`config.mk`:
```
export PLATFORM = sky130hd
export DESIGN_NAME = i2s_frame_packer
export DESIGN_NICKNAME = d
export VERILOG_FILES = /design/src/rtl/i2s_frame_packer.sv
export SDC_FILE = /design/constraint.sdc
export NUM_CORES = 1
export LEC_CHECK = 0
export CORE_UTILIZATION = 45
export CTS_CLUSTER_SIZE = 24
export DETAILED_ROUTE_END_ITERATION = 10
export PLACE_DENSITY = 0.62
export SETUP_SLACK_MARGIN = 0.15
export SLEW_MARGIN = 10
export SYNTH_ARGS = -nofsm -noshare
export SYNTH_HDL_FRONTEND = slang
export SYNTH_SLANG_ARGS = --single-unit
```
`constraint.sdc`:
```
create_clock -name usbclk -period 3.5 [get_ports usbclk]
set_input_delay 0.7 -clock usbclk [delete_from_list [all_inputs] [get_ports usbclk]]
set_output_delay 0.7 -clock usbclk [all_outputs]
set_load 0.1 [all_outputs]
```
`src/rtl/i2s_frame_packer.sv`:
```
// i2s_frame_packer: multi-line I2S capture and frame packer, single clock (usbclk).
// Oversamples BCLK/WCLK/DIN, deserialises each half-frame into WIDTH-bit words,
// latches a full stereo frame, then emits the enabled slots as {frame, slot, word}
// through a show-ahead word FIFO to a valid/ready consumer.
// Ports:
//   usbclk, rst_n          clock, asynchronous active-low reset
//   i2s_bclk/wclk/din      asynchronous I2S inputs (wclk low = left)
//   slot_en                per-slot enable, bit 2c = ch c left, 2c+1 = ch c right
//   err_clr                pulse clearing the sticky overflow/frame_err flags
//   out_data/chan/frame    head-of-FIFO word, slot index and frame ID
//   out_valid/out_ready    consumer handshake
//   fifo_level             words held in the FIFO
//   overflow, frame_err    sticky: word dropped on full FIFO / short half-frame
module i2s_frame_packer #(
    parameter int unsigned CHANNELS = 2,
    parameter int unsigned WIDTH    = 24,
    parameter int unsigned DEPTH    = 16
) (
    input  logic                      usbclk,
    input  logic                      rst_n,
    input  logic                      i2s_bclk,
    input  logic                      i2s_wclk,
    input  logic [CHANNELS-1:0]       i2s_din,
    input  logic [2*CHANNELS-1:0]     slot_en,
    input  logic                      err_clr,
    output logic [WIDTH-1:0]          out_data,
    output logic [3:0]                out_chan,
    output logic [7:0]                out_frame,
    output logic                      out_valid,
    input  logic                      out_ready,
    output logic [$clog2(DEPTH):0]    fifo_level,
    output logic                      overflow,
    output logic                      frame_err
);
    localparam int unsigned Slots = 2 * CHANNELS;
    localparam int unsigned SlotW = $clog2(Slots);
    localparam int unsigned KW    = $clog2(WIDTH + 2);
    localparam int unsigned PtrW  = $clog2(DEPTH);
    localparam int unsigned LvlW  = PtrW + 1;
    localparam int unsigned EntW  = 8 + 4 + WIDTH;

    localparam logic [KW-1:0]    KFull    = KW'(WIDTH);
    localparam logic [KW-1:0]    KSat     = KW'(WIDTH + 1);
    localparam logic [SlotW-1:0] LastSlot = SlotW'(Slots - 1);
    localparam logic [LvlW-1:0]  DepthLvl = LvlW'(DEPTH);

    typedef enum logic [0:0] {StIdle, StPack} state_e;

    // ---------------- input synchronisers ----------------
    logic                bclk_s1_q, bclk_s2_q, bclk_s3_q;
    logic                wclk_s1_q, wclk_s2_q;
    logic [CHANNELS-1:0] din_s1_q, din_s2_q;
    logic                bclk_rise;

    always_ff @(posedge usbclk or negedge rst_n) begin
        if (!rst_n) begin
            bclk_s1_q <= 1'b0;
            bclk_s2_q <= 1'b0;
            bclk_s3_q <= 1'b0;
            wclk_s1_q <= 1'b0;
            wclk_s2_q <= 1'b0;
            din_s1_q  <= '0;
            din_s2_q  <= '0;
        end else begin
            bclk_s1_q <= i2s_bclk;
            bclk_s2_q <= bclk_s1_q;
            bclk_s3_q <= bclk_s2_q;
            wclk_s1_q <= i2s_wclk;
            wclk_s2_q <= wclk_s1_q;
            din_s1_q  <= i2s_din;
            din_s2_q  <= din_s1_q;
        end
    end

    // wclk/din share the bclk synchroniser depth, so they are aligned with the rise.
    assign bclk_rise = bclk_s2_q & ~bclk_s3_q;

    // ---------------- capture ----------------
    logic [KW-1:0]    k_q, k_d;
    logic             wclk_prev_q, wclk_prev_d;
    logic             left_ok_q, left_ok_d;
    logic             right_done_q, right_done_d;
    logic             short_evt, latch;
    logic [WIDTH-1:0] shift_q [CHANNELS];
    logic [WIDTH-1:0] shift_d [CHANNELS];
    logic [WIDTH-1:0] left_sh_q [CHANNELS];
    logic [WIDTH-1:0] left_sh_d [CHANNELS];

    always_comb begin
        k_d          = k_q;
        wclk_prev_d  = wclk_prev_q;
        left_ok_d    = left_ok_q;
        right_done_d = 1'b0;
        short_evt    = 1'b0;
        shift_d      = shift_q;
        left_sh_d    = left_sh_q;
        if (latch) left_ok_d = 1'b0;
        if (bclk_rise) begin
            wclk_prev_d = wclk_s2_q;
            if (wclk_s2_q != wclk_prev_q) begin
                // New half: this rise is the I2S delay bit.
                k_d = '0;
                if (k_q != '0 && k_q < KFull) begin
                    short_evt = 1'b1;
                    left_ok_d = 1'b0;
                end
            end else if (k_q != KSat) begin
                k_d = k_q + KW'(1);
                if (k_d <= KFull) begin
                    for (int unsigned c = 0; c < CHANNELS; c++) begin
                        shift_d[c] = {shift_q[c][WIDTH-2:0], din_s2_q[c]};
                    end
                end
                if (k_d == KFull) begin
                    if (!wclk_s2_q) begin
                        left_sh_d = shift_d;
                        left_ok_d = 1'b1;
                    end else begin
                        right_done_d = 1'b1;
                    end
                end
            end
        end
    end

    always_ff @(posedge usbclk or negedge rst_n) begin
        if (!rst_n) begin
            k_q          <= KSat;
            wclk_prev_q  <= 1'b0;
            left_ok_q    <= 1'b0;
            right_done_q <= 1'b0;
            shift_q      <= '{default: '0};
            left_sh_q    <= '{default: '0};
        end else begin
            k_q          <= k_d;
            wclk_prev_q  <= wclk_prev_d;
            left_ok_q    <= left_ok_d;
            right_done_q <= right_done_d;
            shift_q      <= shift_d;
            left_sh_q    <= left_sh_d;
        end
    end

    // ---------------- frame latch and packer ----------------
    state_e           state_q, state_d;
    logic [SlotW-1:0] slot_q, slot_d;
    logic [7:0]       frame_cnt_q, frame_cnt_d;
    logic [7:0]       hold_frame_q, hold_frame_d;
    logic [Slots-1:0] hold_en_q, hold_en_d;
    logic [WIDTH-1:0] hold_word_q [Slots];
    logic [WIDTH-1:0] hold_word_d [Slots];
    logic             push;
    logic [EntW-1:0]  push_data;

    // Right words are still in the shift registers: no rise can follow within one cycle.
    assign latch = right_done_q & left_ok_q;

    always_comb begin
        state_d      = state_q;
        slot_d       = slot_q;
        frame_cnt_d  = frame_cnt_q;
        hold_frame_d = hold_frame_q;
        hold_en_d    = hold_en_q;
        hold_word_d  = hold_word_q;
        push         = 1'b0;
        push_data    = {hold_frame_q, 4'(slot_q), hold_word_q[slot_q]};
        case (state_q)
            StIdle: ;
            StPack: begin
                push = hold_en_q[slot_q];
                if (slot_q == LastSlot) state_d = StIdle;
                else                    slot_d  = slot_q + SlotW'(1);
            end
            default: state_d = StIdle;
        endcase
        if (latch) begin
            for (int unsigned c = 0; c < CHANNELS; c++) begin
                hold_word_d[2*c]   = left_sh_q[c];
                hold_word_d[2*c+1] = shift_q[c];
            end
            hold_en_d    = slot_en;
            hold_frame_d = frame_cnt_q;
            frame_cnt_d  = frame_cnt_q + 8'd1;
            state_d      = StPack;
            slot_d       = '0;
        end
    end

    always_ff @(posedge usbclk or negedge rst_n) begin
        if (!rst_n) begin
            state_q      <= StIdle;
            slot_q       <= '0;
            frame_cnt_q  <= '0;
            hold_frame_q <= '0;
            hold_en_q    <= '0;
            hold_word_q  <= '{default: '0};
        end else begin
            state_q      <= state_d;
            slot_q       <= slot_d;
            frame_cnt_q  <= frame_cnt_d;
            hold_frame_q <= hold_frame_d;
            hold_en_q    <= hold_en_d;
            hold_word_q  <= hold_word_d;
        end
    end

    // ---------------- word FIFO ----------------
    logic [EntW-1:0] mem_q [DEPTH];
    logic [PtrW-1:0] wr_ptr_q, rd_ptr_q;
    logic [LvlW-1:0] count_q, count_d;
    logic            full, pop, push_ok, drop;
    logic            overflow_q, overflow_d, frame_err_q, frame_err_d;
    logic [EntW-1:0] head;

    assign full    = (count_q == DepthLvl);
    assign pop     = out_valid & out_ready;
    // A pop frees the slot in the same cycle, so a push on full still lands.
    assign push_ok = push & (~full | pop);
    assign drop    = push & full & ~pop;

    always_comb begin
        count_d = count_q;
        case ({push_ok, pop})
            2'b10:   count_d = count_q + LvlW'(1);
            2'b01:   count_d = count_q - LvlW'(1);
            default: count_d = count_q;
        endcase
        overflow_d  = drop | (overflow_q & ~err_clr);
        frame_err_d = short_evt | (frame_err_q & ~err_clr);
    end

    always_ff @(posedge usbclk) begin
        if (push_ok) mem_q[wr_ptr_q] <= push_data;
    end

    always_ff @(posedge usbclk or negedge rst_n) begin
        if (!rst_n) begin
            wr_ptr_q    <= '0;
            rd_ptr_q    <= '0;
            count_q     <= '0;
            overflow_q  <= 1'b0;
            frame_err_q <= 1'b0;
        end else begin
            if (push_ok) wr_ptr_q <= wr_ptr_q + PtrW'(1);
            if (pop)     rd_ptr_q <= rd_ptr_q + PtrW'(1);
            count_q     <= count_d;
            overflow_q  <= overflow_d;
            frame_err_q <= frame_err_d;
        end
    end

    // Outputs are forced to zero while empty so the unreset memory never leaks out.
    assign head       = mem_q[rd_ptr_q];
    assign out_valid  = (count_q != '0);
    assign out_data   = out_valid ? head[WIDTH-1:0] : '0;
    assign out_chan   = out_valid ? head[WIDTH+3:WIDTH] : '0;
    assign out_frame  = out_valid ? head[EntW-1:WIDTH+4] : '0;
    assign fifo_level = count_q;
    assign overflow   = overflow_q;
    assign frame_err  = frame_err_q;

endmodule

```
==> results.md <==
- Pin count of the biggest net entering global routing: between 80 and 90
- Clock network fraction of total power: 37.3%
- Biggest area consumer among synthesized cells: edfxtp_1
- Count leader, synth: edfxtp_1
- Synthesized instance count: about 1,700
- Residual DRC count: 0
- Mean routed wirelength per cell: 23.7 um
- Final WL: 65,000 um
- Net Sw Frac: between 20% and 30%
- Power Density: ~620 nW/um2
- Sequential share of power: between 40% and 50%
- Drt via density: about 5.5
- Synth top area share: a little over half
- Critical-path top delay cell: dfrtp_4
- Highest clock rate: 279 MHz
- Top_reg_cell synth: edfxtp_1
- Crit path buffers/inverters: 4
- Overflow after GRT: 0
- Die width: 264 um
- Initial core utilization: a little under half
- R2r worst-path depth: 10
- IO Port Bufs: 53
- First-pass GRT wire length: 98,700 um
- Final core utilization: 54.0%
- Top post-synthesis cells by area: edfxtp_1 (53%), dfrtp_1 (20%), mux4_2 (14%)
- Latest clock arrival within the worst-skew pair: roughly 0.62 ns
- Clock Path Buffers: 3
- Placed cell areas: approximately 33,000 um2
- Crit Path Max Fanout: 8
- Internal power: approximately 17 mW
- CTS Hold Buffers Added: 0
- N_diodes: 0
- Final instance area: between 30,000 and 40,000 um2
- Met2 Use GR: 32.0%
- Critical Path AT: between 2 and 3 ns
- WS Path Type: reg2out
- Grt met1 use: 26.1%
- Rel. slew slack: 34.3%
- Die height: approximately 260 um
- Warnings, synthesis: 0
- CP Launch Type: register
- Skew final: 0.0241 ns
- Busiest grt layer: met2
- Period Utilization, post-route: 102%
- # nets final: 1,833
- Final Non-Filler Cells: ~2,700
- CP Capture Type: output pin
- CP delay by family, top: multiplexers
- Pwr Total: between 20 and 25 mW
- CTS Root Cell: clkbuf_16
- Max Slew Vio Count: 0
- Placed cells: around 2,600
- Sequential-to-total area share from yosys stat: 72.8%
- Yosys reg bits: ~790
- # setup viols final: 25
- CTS Buf Count: 80
- Die area: 69,800 um2
- Critical Path Max Stage Delay: about 0.55 ns
- Share of layout cells above drive strength 1: roughly a third
- Worst-Margin Slew: around 1 ns
- Synth async-reset ratio: between 30% and 40%
- Critical Path RT: around 2.8 ns
- Post-DP HPWL: between 30,000 and 40,000 um
- Cells along the critical path: buf_6, buf_16, buf_6, mux4_2, mux4_2, and2_4, buf_12
- Syn_area_per_cell: 18.4 um2
- Final Hold Fails: 0
- Worst path depth: 7
- Total GRT Usage: around a fifth
- IO Count: 56
- GR Util met3: roughly 2.4%
- Drt pass-1 iters: 7
- Final setup margin: -0.0788 ns
- Post-synth EDFFs: ~540
- Hold crit path type: in2async
- CTS tree: done
- GP Congestion: between 0.7 and 0.8
- Clock-pin slew on the worst setup and hold paths: about 0.060 ns
- H-tree depth: 3
- Switching Power: ~5.6 mW
- 1st-iter DRT viols: 1,065
- Combinational share of power: between 15 and 20%
- Detail Route Antenna Nets: 0
- Fill cells: just over 5,000
- Synthesized area: ~31,000 um2
- Clock sink total: about 790
- Static leakage: 15.1 nW
- Most common library cells after synthesis: edfxtp_1 (544), nand2_1 (341), dfrtp_1 (244)
- Fin crit period: 3.58 ns
- Vias in the first global route: 15,900
- Violated checks: negative setup slack
- Initial antenna violation count: 0
- Area Overhead vs Synth: 18.0%
- Unrepaired setup endpoints after global routing: yes
- Num rows: 95
- Vias: approximately 15,000
- Max IR drop VDD: roughly 0.00033 V
- Maximum capacitance violations: 0
- Library cells used by synthesis: 47
- Outcome: finished, violations left
- Core footprint: approximately 68,000 um2
through the flow:
stage	setup TNS [ns]	setup slack [ns]	hold slack (ns)
2_1_floorplan	0	0.152	0.331
3_3_place_gp	0	0.403	0.335
3_5_place_dp	0	0.400	0.337
4_1_cts	-2.20	-0.116	0.0105
5_1_grt	-2.71	-0.129	0.0419
6_report	-0.745	-0.0788	0.0161
logic make-up after synthesis:
family	after synthesis	synth area share (%)
multiplexers	297	17.9
AO/OA/AOI/OAI	25	0.485
flip-flops	791	72.8
other	1	0.0121
AND/OR/NAND/NOR	430	5.98
XOR/XNOR	22	0.623
buffers and inverters	97	1.59
adder cells (fa/ha/maj)	15	0.631
final cells by class:
| class | count | area [um2] | share of cell area (%) |
|---|---|---|---|
| Multi-Input combinational cell | 791 | 8060 | 22.1 |
| Clock inverter | 41 | 355 | 0.973 |
| Clock buffer | 108 | 2240 | 6.14 |
| Inverter | 8 | 30.0 | 0.0822 |
| Tap cell | 873 | 1090 | 2.99 |
| Sequential cell | 791 | 22500 | 61.7 |
| Timing Repair Buffer | 134 | 2200 | 6.02 |
power groups by stage:
stage               sequential (mW)  clock (mW)  combinational, mW
finish                         10.4        8.40               3.69
global route                   10.5        8.93               3.91
CTS                            10.4        8.58               3.52
detailed placement             10.7           0               3.13
global placement               10.7           0               3.09
floorplan                      10.6           0               2.03
sequential cells by signal (all words and copies together), names as in the netlist, 2 cells and up:
name,count
din_s1_q,2
din_s2_q,2
fifo_level,5
frame_cnt_q,8
hold_en_q,4
hold_frame_q,8
hold_word_q,96
k_q,5
left_sh_q,48
mem_q,544
rd_ptr_q,4
shift_q,48
slot_q,2
wr_ptr_q,4
cell usage in the layout (no fill, tap or decap), drive strengths merged, types with 5 or more instances in the layout:
cell type | synthesis | layout
ha | 14 | 14
xnor2 | 18 | 18
nor2 | 5 | 5
clkinvlp | 0 | 7
clkdlybuf4s50 | 0 | 12
dfrtp | 244 | 244
o21ai | 9 | 9
mux4 | 195 | 195
and2 | 51 | 51
nand2 | 341 | 341
mux2 | 101 | 101
clkbuf | 45 | 112
bufinv | 0 | 5
clkinv | 0 | 28
inv | 8 | 9
nand3 | 8 | 8
edfxtp | 544 | 544
a21oi | 9 | 9
buf | 44 | 118
path summary, 6_finish.rpt:
check                                          start  slack (ns)                          end
setup / recovery             rd_ptr_q[0]$_DFFE_PN0P_       -0.08                 out_data[16]
hold / removal                                 rst_n        0.02      shift_q[14]$_DFFE_PN0P_
setup reg to reg           fifo_level[1]$_DFFE_PN0P_        0.86    fifo_level[4]$_DFFE_PN0P_
hold reg to reg                  bclk_s1_q$_DFF_PN0_        0.35          bclk_s2_q$_DFF_PN0_
max in group asynchronous                      rst_n        2.63  hold_word_q[53]$_DFFE_PN0P_
min in group usbclk              bclk_s1_q$_DFF_PN0_        0.35          bclk_s2_q$_DFF_PN0_
metal layers:
metal	routed length (um)	part of all wire, %	vias to the layer above
li1	-	-	6631
met1	28100	43	8019
met2	32700	50	344
met3	3060	4.7	81
met4	1170	1.8	0
met5	0	0	-
timing repair:
action                     in CTS  in global routing
pin swaps                       0                  0
setup endpoints to repair      34                 34
buffers inserted               13                  2
gates resized for setup        46                 11
cloned                          3                  5
Note: power is estimated with default switching activity, not from simulation.
